**src/rtl/fp_pkg.sv**
```systemverilog
// Package for the pipelined floating-point adder.
// Contents:
//   - Default exponent and mantissa widths.
//   - Derived bias and all-ones exponent constants.
//   - The canonical quiet NaN.
//   - The unpacked operand struct {sign, exp, man}.
//   - The special-class enum {NORMAL, ZERO, INF, NAN}.
// The constants and the struct are built for the default widths. Parametrised
// logic derives its own constants from EXP_W/MAN_W.
package fp_pkg;

  localparam int EXP_W_DEF = 8;
  localparam int MAN_W_DEF = 23;
  localparam int W_DEF     = 1 + EXP_W_DEF + MAN_W_DEF;

  localparam int                   FP_BIAS     = (1 << (EXP_W_DEF - 1)) - 1;
  localparam logic [EXP_W_DEF-1:0] FP_EXP_ONES = '1;
  localparam logic [W_DEF-1:0]     FP_QNAN     =
    {1'b0, FP_EXP_ONES, 1'b1, {(MAN_W_DEF-1){1'b0}}};

  typedef struct packed {
    logic                 sign;
    logic [EXP_W_DEF-1:0] exp;
    logic [MAN_W_DEF-1:0] man;
  } fp_t;

  // Result class decided in S1. Only CLS_NORMAL goes through the arithmetic
  // path. The other classes are packed directly in S3.
  typedef enum logic [1:0] {
    CLS_NORMAL,
    CLS_ZERO,
    CLS_INF,
    CLS_NAN
  } fp_class_e;

endpackage

```
**src/rtl/fp_lzc.sv**
```systemverilog
// Leading-zero counter.
// Purely combinational. It counts zeros from the MSB of value down to the
// first set bit. An all-zero input returns W.
// Ports:
//   value  in   W             vector to scan
//   count  out  clog2(W+1)    number of leading zeros
module fp_lzc #(
  parameter int W = 27
) (
  input  logic [W-1:0]           value,
  output logic [$clog2(W+1)-1:0] count
);

  localparam int CW = $clog2(W + 1);

  // Scan from the LSB upwards so that the last hit wins. That hit is the
  // most significant set bit.
  always_comb begin
    count = CW'(W);
    for (int i = 0; i < W; i++) begin
      if (value[i]) count = CW'(W - 1 - i);
    end
  end

endmodule

```
**src/rtl/fp_add_pipe.sv**
```systemverilog
// 3-stage pipelined floating-point adder/subtractor.
// Pipeline stages:
//   S1  align
//   S2  add
//   S3  normalise / round to nearest even / pack
// Uses a valid/ready handshake. When the output is stalled, the whole
// pipeline freezes.
// Denormals are flushed to zero. Special cases are resolved in S1.
// Optional build macro FP_ADD_FLAGS_EN adds the flags output
//   {invalid, overflow, underflow, inexact}.
// Ports:
//   clk        in   1  clock
//   rst        in   1  synchronous active-high reset
//   in_valid   in   1  operand pair valid
//   in_ready   out  1  operands accepted this cycle
//   a, b       in   W  operands
//   op_sub     in   1  1: a-b, 0: a+b
//   out_valid  out  1  result valid
//   out_ready  in   1  downstream accepts result
//   result     out  W  packed sum
//   flags      out  4  (FP_ADD_FLAGS_EN only) exception flags for result
module fp_add_pipe
  import fp_pkg::*;
#(
  parameter int EXP_W = EXP_W_DEF,
  parameter int MAN_W = MAN_W_DEF
) (
  input  logic                   clk,
  input  logic                   rst,
  input  logic                   in_valid,
  output logic                   in_ready,
  input  logic [EXP_W+MAN_W:0]   a,
  input  logic [EXP_W+MAN_W:0]   b,
  input  logic                   op_sub,
  output logic                   out_valid,
  input  logic                   out_ready,
  output logic [EXP_W+MAN_W:0]   result
`ifdef FP_ADD_FLAGS_EN
  ,
  output logic [3:0]             flags
`endif
);

  localparam int W   = 1 + EXP_W + MAN_W;
  localparam int F   = MAN_W + 4;          // hidden + mantissa + guard/round/sticky
  localparam int LZW = $clog2(F + 1);
  localparam int EW  = EXP_W + 2;          // room for carry and negative exponents

  localparam logic [EXP_W-1:0] EXP_ONES = '1;
  localparam logic [W-1:0]     QNAN     = {1'b0, EXP_ONES, 1'b1, {(MAN_W-1){1'b0}}};

  // ---------------------------------------------------------------------------
  // Handshake: a single stall freezes every stage, so bubbles are preserved.
  // ---------------------------------------------------------------------------
  logic stall;
  assign stall    = out_valid && !out_ready;
  assign in_ready = !stall;

  // ---------------------------------------------------------------------------
  // S1: unpack, classify, order by magnitude, align
  // ---------------------------------------------------------------------------
  logic             a_s, b_raw_s, b_s;
  logic [EXP_W-1:0] a_e, b_e;
  logic [MAN_W-1:0] a_m, b_m;

  assign {a_s, a_e, a_m}     = a;
  assign {b_raw_s, b_e, b_m} = b;
  assign b_s                 = b_raw_s ^ op_sub;

  logic a_zero, a_inf, a_nan, b_zero, b_inf, b_nan;
  assign a_zero = (a_e == '0);
  assign b_zero = (b_e == '0);
  assign a_inf  = (a_e == EXP_ONES) && (a_m == '0);
  assign b_inf  = (b_e == EXP_ONES) && (b_m == '0);
  assign a_nan  = (a_e == EXP_ONES) && (a_m != '0);
  assign b_nan  = (b_e == EXP_ONES) && (b_m != '0);

  // Magnitude compare on {exp,man}. A flushed denormal counts as exactly
  // zero, so it can never be chosen as the larger operand.
  logic [EXP_W+MAN_W-1:0] a_mag, b_mag;
  logic                   swap;
  assign a_mag = a_zero ? '0 : {a_e, a_m};
  assign b_mag = b_zero ? '0 : {b_e, b_m};
  assign swap  = (b_mag > a_mag);

  logic             big_s, sm_zero;
  logic [EXP_W-1:0] big_e, sm_e, diff;
  logic [MAN_W-1:0] big_m, sm_m;
  logic [F-1:0]     big_ext, sm_ext, sm_shift, sm_lost, sm_align;
  logic [LZW-1:0]   shamt;

  assign big_s   = swap ? b_s : a_s;
  assign big_e   = swap ? b_e : a_e;
  assign big_m   = swap ? b_m : a_m;
  assign sm_e    = swap ? a_e : b_e;
  assign sm_m    = swap ? a_m : b_m;
  assign sm_zero = swap ? a_zero : b_zero;

  assign big_ext = {1'b1, big_m, 3'b000};
  assign sm_ext  = sm_zero ? '0 : {1'b1, sm_m, 3'b000};
  assign diff    = big_e - sm_e;
  // A shift of F or more pushes every bit into the sticky bit.
  assign shamt   = (int'(diff) >= F) ? LZW'(F) : LZW'(diff);
  assign {sm_shift, sm_lost} = {sm_ext, {F{1'b0}}} >> shamt;
  assign sm_align = sm_shift | {{(F-1){1'b0}}, |sm_lost};

  fp_class_e cls_n;
  logic      sign_n;

  // NOTE: every combinational output gets a default before any branch.
  // Without the defaults, a path that skips an assignment would infer a latch.
  always_comb begin
    cls_n  = CLS_NORMAL;
    sign_n = big_s;
    if (a_nan || b_nan) begin
      cls_n = CLS_NAN;
    end else if (a_inf && b_inf) begin
      cls_n  = (a_s != b_s) ? CLS_NAN : CLS_INF;
      sign_n = a_s;
    end else if (a_inf) begin
      cls_n  = CLS_INF;
      sign_n = a_s;
    end else if (b_inf) begin
      cls_n  = CLS_INF;
      sign_n = b_s;
    end else if (a_zero && b_zero) begin
      cls_n  = CLS_ZERO;
      sign_n = a_s & b_s;          // -0 only when both are -0
    end
  end

  logic             s1_valid, s1_sign, s1_eff_sub;
  fp_class_e        s1_cls;
  logic [EXP_W-1:0] s1_exp;
  logic [F-1:0]     s1_big, s1_small;

  // ---------------------------------------------------------------------------
  // S2: magnitude add/subtract (s1_big >= s1_small always holds)
  // ---------------------------------------------------------------------------
  logic [F:0] sum_n;
  assign sum_n = s1_eff_sub ? ({1'b0, s1_big} - {1'b0, s1_small})
                            : ({1'b0, s1_big} + {1'b0, s1_small});

  logic             s2_valid, s2_sign;
  fp_class_e        s2_cls;
  logic [EXP_W-1:0] s2_exp;
  logic [F:0]       s2_sum;

  // ---------------------------------------------------------------------------
  // S3: normalise, round to nearest even, pack
  // ---------------------------------------------------------------------------
  logic           carry, zero_sum;
  logic [LZW-1:0] lz;
  logic [F-1:0]   norm_m;
  logic [EW-1:0]  norm_e, fin_e;

  assign carry    = s2_sum[F];
  assign zero_sum = (s2_sum == '0);

  fp_lzc #(.W(F)) u_lzc (
    .value (s2_sum[F-1:0]),
    .count (lz)
  );

  always_comb begin
    if (carry) begin
      // The bit shifted out on a carry is folded into sticky.
      norm_m = {s2_sum[F:2], s2_sum[1] | s2_sum[0]};
      norm_e = EW'(s2_exp) + EW'(1);
    end else begin
      norm_m = s2_sum[F-1:0] << lz;
      norm_e = EW'(s2_exp) - EW'(lz);
    end
  end

  logic             g, r, st, rnd_up, mant_ovf, underflow, overflow;
  logic [MAN_W+1:0] mant_r;
  logic [MAN_W-1:0] fin_m;

  assign g        = norm_m[2];
  assign r        = norm_m[1];
  assign st       = norm_m[0];
  assign rnd_up   = g & (r | st | norm_m[3]);
  assign mant_r   = {1'b0, norm_m[F-1:3]} + (MAN_W+2)'(rnd_up);
  assign mant_ovf = mant_r[MAN_W+1];
  assign fin_e    = norm_e + EW'(mant_ovf);
  assign fin_m    = mant_ovf ? mant_r[MAN_W:1] : mant_r[MAN_W-1:0];

  // The MSB of norm_e set means the exponent went negative.
  assign underflow = norm_e[EW-1] || (norm_e == '0);
  assign overflow  = !underflow && (fin_e >= EW'(EXP_ONES));

  logic [W-1:0] packed_n;
  always_comb begin
    packed_n = '0;
    case (s2_cls)
      CLS_NAN:  packed_n = QNAN;
      CLS_INF:  packed_n = {s2_sign, EXP_ONES, {MAN_W{1'b0}}};
      CLS_ZERO: packed_n = {s2_sign, {(EXP_W+MAN_W){1'b0}}};
      default: begin
        if (zero_sum)       packed_n = '0;   // exact cancellation gives +0
        else if (underflow) packed_n = {s2_sign, {(EXP_W+MAN_W){1'b0}}};
        else if (overflow)  packed_n = {s2_sign, EXP_ONES, {MAN_W{1'b0}}};
        else                packed_n = {s2_sign, fin_e[EXP_W-1:0], fin_m};
      end
    endcase
  end

`ifdef FP_ADD_FLAGS_EN
  // invalid is raised for any NaN result. Arithmetic exceptions only come
  // from the normal path.
  logic [3:0] flags_n;
  always_comb begin
    flags_n = '0;
    if (s2_cls == CLS_NAN) begin
      flags_n[3] = 1'b1;
    end else if (s2_cls == CLS_NORMAL && !zero_sum) begin
      flags_n[2] = overflow;
      flags_n[1] = underflow;
      flags_n[0] = g | r | st | overflow | underflow;
    end
  end
`endif

  // ---------------------------------------------------------------------------
  // Control registers: valid bits and the visible outputs.
  // ---------------------------------------------------------------------------
  // NOTE: sequential state uses non-blocking assignments. Every stage then
  // samples the pre-edge value of the stage before it.
  always_ff @(posedge clk) begin
    if (rst) begin
      s1_valid  <= 1'b0;
      s2_valid  <= 1'b0;
      out_valid <= 1'b0;
      result    <= '0;
`ifdef FP_ADD_FLAGS_EN
      flags     <= '0;
`endif
    end else if (!stall) begin
      s1_valid  <= in_valid;
      s2_valid  <= s1_valid;
      out_valid <= s2_valid;
      result    <= packed_n;
`ifdef FP_ADD_FLAGS_EN
      flags     <= flags_n;
`endif
    end
  end

  // NOTE: the datapath registers have no reset. Their contents are only
  // observed when the matching valid bit is set, and that bit is reset.
  always_ff @(posedge clk) begin
    if (!stall) begin
      s1_cls     <= cls_n;
      s1_sign    <= sign_n;
      s1_eff_sub <= a_s ^ b_s;
      s1_exp     <= big_e;
      s1_big     <= big_ext;
      s1_small   <= sm_align;
      s2_cls     <= s1_cls;
      s2_sign    <= s1_sign;
      s2_exp     <= s1_exp;
      s2_sum     <= sum_n;
    end
  end

endmodule

```
**config.mk**
```make
export PLATFORM = sky130hd
export DESIGN_NAME = fp_add_pipe
export DESIGN_NICKNAME = d
export VERILOG_FILES = /design/src/rtl/fp_pkg.sv /design/src/rtl/fp_lzc.sv /design/src/rtl/fp_add_pipe.sv
export SDC_FILE = /design/constraint.sdc
export NUM_CORES = 1
export LEC_CHECK = 0
export CORE_ASPECT_RATIO = 1.5
export CORE_MARGIN = 5
export CORE_UTILIZATION = 54
export CTS_BUF_LIST = sky130_fd_sc_hd__clkbuf_4
export CTS_CLUSTER_SIZE = 14
export DETAILED_ROUTE_END_ITERATION = 7
export GPL_TIMING_DRIVEN = 0
export MAX_ROUTING_LAYER = met4
export PLACE_DENSITY = 0.74
export REMOVE_ABC_BUFFERS = 1
export SLEW_MARGIN = 10
export SYNTH_ARGS = -nofsm -noshare
export SYNTH_HDL_FRONTEND = slang
export SYNTH_SLANG_ARGS = --single-unit
```
**constraint.sdc**
```tcl
create_clock -name clk -period 10.8 [get_ports clk]
set_input_delay 2.16 -clock clk [delete_from_list [all_inputs] [get_ports clk]]
set_output_delay 2.16 -clock clk [all_outputs]
set_load 0.005 [all_outputs]
```
# [Word-level counts from Yosys, hierarchy flattened]
# Index checks and enable logic that the tools add are counted.
# Widths: inputs -> output; s select.
[totals] ff_bits=136 mem_bits_ro=0 memories=0 ramBits=0 latchBits=0
[op_classes] n_lt_le_gt_ge=3 shift=2 muxes=55 div=0 n_eq_ne=6 reduce_logical=22 multipliers=0 add_sub_neg=7 n_bitwise=8
[ops] cell="$mux 31" n=4
[ops] cell="$pmux 32 s3" n=1
[ops] cell="$mux 5" n=17
[ops] cell="$mux 23" n=3
[ops] cell="$mux 27" n=2
[ops] cell="$shr 54x5->54" n=1
[ops] cell="$logic_not 23->1" n=2
[ops] cell="$reduce_bool 23->1" n=2
[ops] cell="$mux 32" n=1
[ops] cell="$mux 4" n=8
[ops] cell="$gt 31x31->1" n=1
[ops] cell="$add 27x27->28" n=1
[ops] cell="$logic_not 28->1" n=1
[ops] cell="$mux 28" n=1
[ops] cell="$sub 27x27->28" n=1
[ops] cell="$or 27x1->27" n=1
[ops] cell="$reduce_or 27->1" n=1
[ops] cell="$shl 27x5->27" n=1
[ops] cell="$add 24x1->25" n=1
[ops] cell="$eq 8x8->1 const B" n=2
[ops] cell="$logic_not 8->1" n=2
[ops] cell="$mux 8" n=2
[ops] cell="$add 10x1->10" n=1
[ops] cell="$ge 10x8->1 const B" n=1
[ops] cell="17 further kinds" n=45

# [Depth between registers and ports, before layout]
[logic_depth] ltp_word=40 ltp_mapped=38

# [By module]
# A second synthesis with hierarchy kept.
[hier_totals] hier_cells=1800 area_unflattened_um2=14068.5
[modules_own_cells] mod="fp_add_pipe" cells_each=1749 area_each_um2=13790.7 n_inst=1
[modules_own_cells] mod="fp_lzc" cells_each=51 area_each_um2=277.8 n_inst=1

# [Worst setup path after synthesis]
# OpenSTA, ideal clock, no wires.
[synth_timing] path_kind="input to register" startpoint="input port b[28]" endpoint="register s1_small[0], data pin" required_time_ns=10.537 cell_stages=30 setup_time_ns=0.263 arrival_time_ns=9.003 setup_slack_ns=1.534 path_cell_list="clkbuf_1 > nor4_1 > nand2_1 > clkbuf_1 > and2_1 > ha_1 > a22o_1 > nor4_1 > a21oi_1 > o311a_2 > nor2_1 > clkbuf_1 > buf_1 > buf_1 > nand2_1 > o22a_1 > ha_1 > o31ai_4 > mux2i_1 > nor3_4 > a2111o_1 > buf_4 > a311oi_2 > buf_4 > o31ai_1 > nor4_1 > nor3_1 > nor4_1 > nand4b_1 > a2111o_1"
[synth_via] elab_chain_len=10
[synth_lines] item="start, declared" line_no="fp_add_pipe.sv:33" source="input logic [EXP_W+MAN_W:0] b,"
[synth_lines] item="$logic_not 8->1" line_no="fp_add_pipe.sv:72" source="assign b_zero = (b_e == '0);"
[synth_lines] item="$mux 31" line_no="fp_add_pipe.sv:83" source="assign b_mag = b_zero ? '0 : {b_e, b_m};"
[synth_lines] item="$gt 31x31->1" line_no="fp_add_pipe.sv:84" source="assign swap = (b_mag > a_mag);"
[synth_lines] item="$mux 8 (on tied branches)" line_no="fp_add_pipe.sv:93, fp_add_pipe.sv:95"
[synth_lines] item="$sub 8x8->8" line_no="fp_add_pipe.sv:101" source="assign diff = big_e - sm_e;"
[synth_lines] item="$ge 8x5->1" line_no="fp_add_pipe.sv:103" source="assign shamt = (int'(diff) >= F) ? LZW'(F) : LZW'(diff);"
[synth_lines] item="$mux 5" line_no="fp_add_pipe.sv:103"
[synth_lines] item="$shr 54x5->54 *" line_no="fp_add_pipe.sv:104" source="assign {sm_shift, sm_lost} = {sm_ext, {F{1'b0}}} >> shamt;"
[synth_lines] item="$reduce_or 27->1" line_no="fp_add_pipe.sv:105" source="assign sm_align = sm_shift | {{(F-1){1'b0}}, |sm_lost};"
[synth_lines] item="$or 27x1->27 *" line_no="fp_add_pipe.sv:105"
[synth_lines] item="named net sm_align[0]" line_no="fp_add_pipe.sv:89" source="logic [F-1:0] big_ext, sm_ext, sm_shift, sm_lost, sm_align;"
[synth_lines] item="end signal, assigned" line_no="fp_add_pipe.sv:259" source="s1_small <= sm_align;"
[synth_lines] item="end, declared" line_no="fp_add_pipe.sv:135" source="logic [F-1:0] s1_big, s1_small;"
# The timed path passes the listed nets; every way through them passes the cells marked *.
# A chain may end at the register's enable or synchronous reset.

# [Final worst setup path]
[layout_timing] startpoint="input port b[23]" endpoint="register s1_small[0], data pin"
# Same word-level chain as after synthesis.

==> impl_metrics.ini <==
[grt]
grt_pass1_wl_mm = 83.43
grt_pass1_vias = 15425
grt_use_total_pct = 34.04
grt.overflow.total = 0
antenna_found_initial = 1
grt_max_degree = 64

[power]
total_power_mw = 2.849
power_frac_comb_pct = 59.9
p_leak_nw = 6.313
internal_power_mw = 1.438
netSwitchingFraction_pct = 49.53
p_clk_share_pct = 10.6
powerDensity_nw_per_um2 = 169.9
peakVddDrop_mv = 0.08794
pwr-share-seq_pct = 29.5
p_sw_mw = 1.411

[placement]
gp_congestion = 1.081
dp_hpwl_mm = 42.30
port_buffers = 102
placed_cells = 2303
placed_area_um2 = 16420

[sta]
maxSlewHeadroom_pct = 10.10
skew_ns = 0.02570
setup_viol = 0
max_freq_mhz = 93.84
period_needed_ns = 10.66
period_share_pct = 98.67
hold_viol = 0
hold_slack_ns = 0.4439
slew_violations = 0
max_slew.worst_pin.slew_ns = 1.349

[synthesis]
netlist_area_um2 = 15280
avgSynthCellArea_um2 = 7.733
ys.flop_type = edfxtp_1
synth_cells = 1976
synth_area_leaders = edfxtp_1, ha_1, nand2_1, nor2_1, dfxtp_1
synth_edf_count = 101
ys_warn_count = 0
yosysSeqAreaShare_pct = 24.43
netlist.area_leader.share_pct = 19.85
synth_area_leader_cell = edfxtp_1
ys_async_sr_fraction_pct = 0
synth_common_cells = nand2_1, nor2_1, a21oi_1
synth_cell_types = 113
synth-seq-cells = 136
yosysMostFrequentCell = nand2_1

[routing]
first_pass_iters = 8
routedWlPerCell_um = 23.77
ant_nets = 0
wl_mm = 55.59
drc = 0
vias_per_cell = 6.834
dr_total_vias = 15984
drtIter0Drc = 1357

[floorplan]
coreArea_um2 = 27960
die_h_um = 216.0
die_x_um = 147.3
ios = 103
die_area_um2 = 31830
rows = 75
initial_core_util_pct = 54.64

[clock_tree]
cts_sinks = 136
cts-hold-fix-buffers = 0
clockBufferDepth = 2
cts_root_buf = clkbuf_4
cts_tree = done
clkLatencyLatePin_ns = 0.59
clk_pin_slew_ns = 0.12
htree_levels = 4
cts_buffers = 17

[worst_setup_path]
worst_setup_path_end_kind = flip-flop
crit_arrival_ns = 11.00
critical_path_class = input pin to flip-flop
cp_max_fo = 36
critical_path_required_ns = 11.15
cp-start-kind = input pin

[flow_run]
maxCapViolCount = 0

[layout]
final_net_count = 2139
final_cells = 2339
area_growth_pct = 9.728
drive_gt1_share_pct = 7.932
stdcell_area_um2 = 16770

[min_path]
hold_class = flip-flop to flip-flop

[outcome]
status = finished clean
==> final timing paths <==
kind                            slack, ns  cells past startpoint                endpoint                     from
worst min register to register       0.44                      0     s2_cls[1]$_DFFE_PN_  s1_cls[1]$_SDFFCE_PP1N_
worst min-delay path                 0.44                      0     s2_cls[1]$_DFFE_PN_  s1_cls[1]$_SDFFCE_PP1N_
worst max register to register       1.59                     29  result[6]$_SDFFE_PP0N_     s2_sum[26]$_DFFE_PN_
worst max-delay path                 0.14                     24   s1_small[0]$_DFFE_PN_                    b[23]
==> cell type report <==
type	instances	area, µm²
clock buffer	18	135.1
clock inverter	14	117.6
tap	346	432.9
timing repair buffer	114	1244
inverter	90	345.3
antenna	1	2.502
sequential	136	3734
fill	2602	11200
multi-input combinational	1620	10760
==> worst max-delay path, cell delays in order <==
cell and delay (ns):
clkdlybuf4s50_1 0.69, nor4_1 0.40, nand2_2 0.38, and2_1 0.30, ha_1 0.32, nand4_1 0.42, nor4_4 0.47, nand2_2 0.16
o21a_1 0.24, nor2_4 0.43, nand2_1 0.11, o22a_1 0.23, ha_4 0.56, nand2_1 0.42, a21oi_1 0.58, a2111o_2 0.52
or2_1 0.27, nand2b_1 0.66, o32ai_1 0.18, a22oi_1 0.31, nand4_1 0.18, nor4_1 0.30, nand4b_1 0.19, a2111o_1 0.44
==> cells in the final DEF, fill, tap and decap left out, types with 8 or more instances in the layout <==
cell type and instances:
xor2_1 13, nand4_1 21, or3_1 15, a22oi_1 17, and3_1 14, nand2_1 216
a32oi_1 16, nand3_1 50, o31ai_1 24, a221oi_1 8, inv_1 88, ha_1 88
and2_1 38, o211ai_1 41, nor3_1 72, o21ai_0 101, nor2b_1 17, clkbuf_4 18
a211oi_1 23, or2_2 11, nand2b_1 22, mux2i_1 48, o21a_1 17, a21oi_1 129
xnor2_1 41, mux2_2 34, a21o_1 15, a221o_1 9, dfxtp_1 35, nor4_1 28
nor2_1 211, o21bai_1 10, clkdlybuf4s50_1 101, o21ai_1 13, a31oi_1 36, o22ai_1 20
edfxtp_1 101
==> layer usage <==
metal	wire (µm)	up-vias	part of all wire, %	global-route usage (%)
met5	0	-	0	-
met2	28380	823	51	60.88
met3	3405	277	6.1	3.924
li1	-	7385	-	-
met4	4738	0	8.5	25.06
met1	19070	7499	34	33.78
==> state kept, by name, indices dropped and copies added, names as in the netlist <==
| name | cells |
|---|---|
| result | 32 |
| s2_sum | 28 |
| s1_small | 27 |
| s1_big | 23 |
| s1_exp | 8 |
| s2_exp | 8 |
| s1_cls | 2 |
| s2_cls | 2 |
| out_valid | 1 |
| s1_eff_sub | 1 |
| s1_sign | 1 |
| s1_valid | 1 |
| s2_sign | 1 |
| s2_valid | 1 |
==> power groups by stage <==
stage	logic, mW	registers [mW]	clock network, mW
2_1_floorplan	1.09	0.793	0
3_3_place_gp	1.60	0.848	0
3_5_place_dp	1.63	0.848	0
4_1_cts	1.64	0.836	0.310
5_1_grt	1.82	0.849	0.331
6_report	1.71	0.840	0.302
==> through the flow <==
stage	worst slack, ns	TNS [ns]	util, %
after detailed placement	-1.945	-20.84	58.72
after global routing	-0.004655	-0.004655	59.96
after CTS	0.05950	0	59.67
after floorplan	-0.1881	-0.1881	-
final	0.1431	0	59.96
after global placement	-4.553	-96.34	57.72
==> cell families after synthesis <==
logic type                 synth area share, %
and+or+nand+nor                          24.44
AOI/OAI and AO/OA                        27.79
buffers and inverters                    6.117
DFF                                      24.43
adders and majority gates                7.681
muxes                                    6.158
xor gates and xnor gates                 3.374
==> repair_timing <==
action,in CTS,in global routing
pin swaps,0,2
setup buffers,0,1
setup endpoints to repair,19,1
resized for setup,5,6
cloned,0,1
No activity file was read; power rests on OpenSTA's default activity.
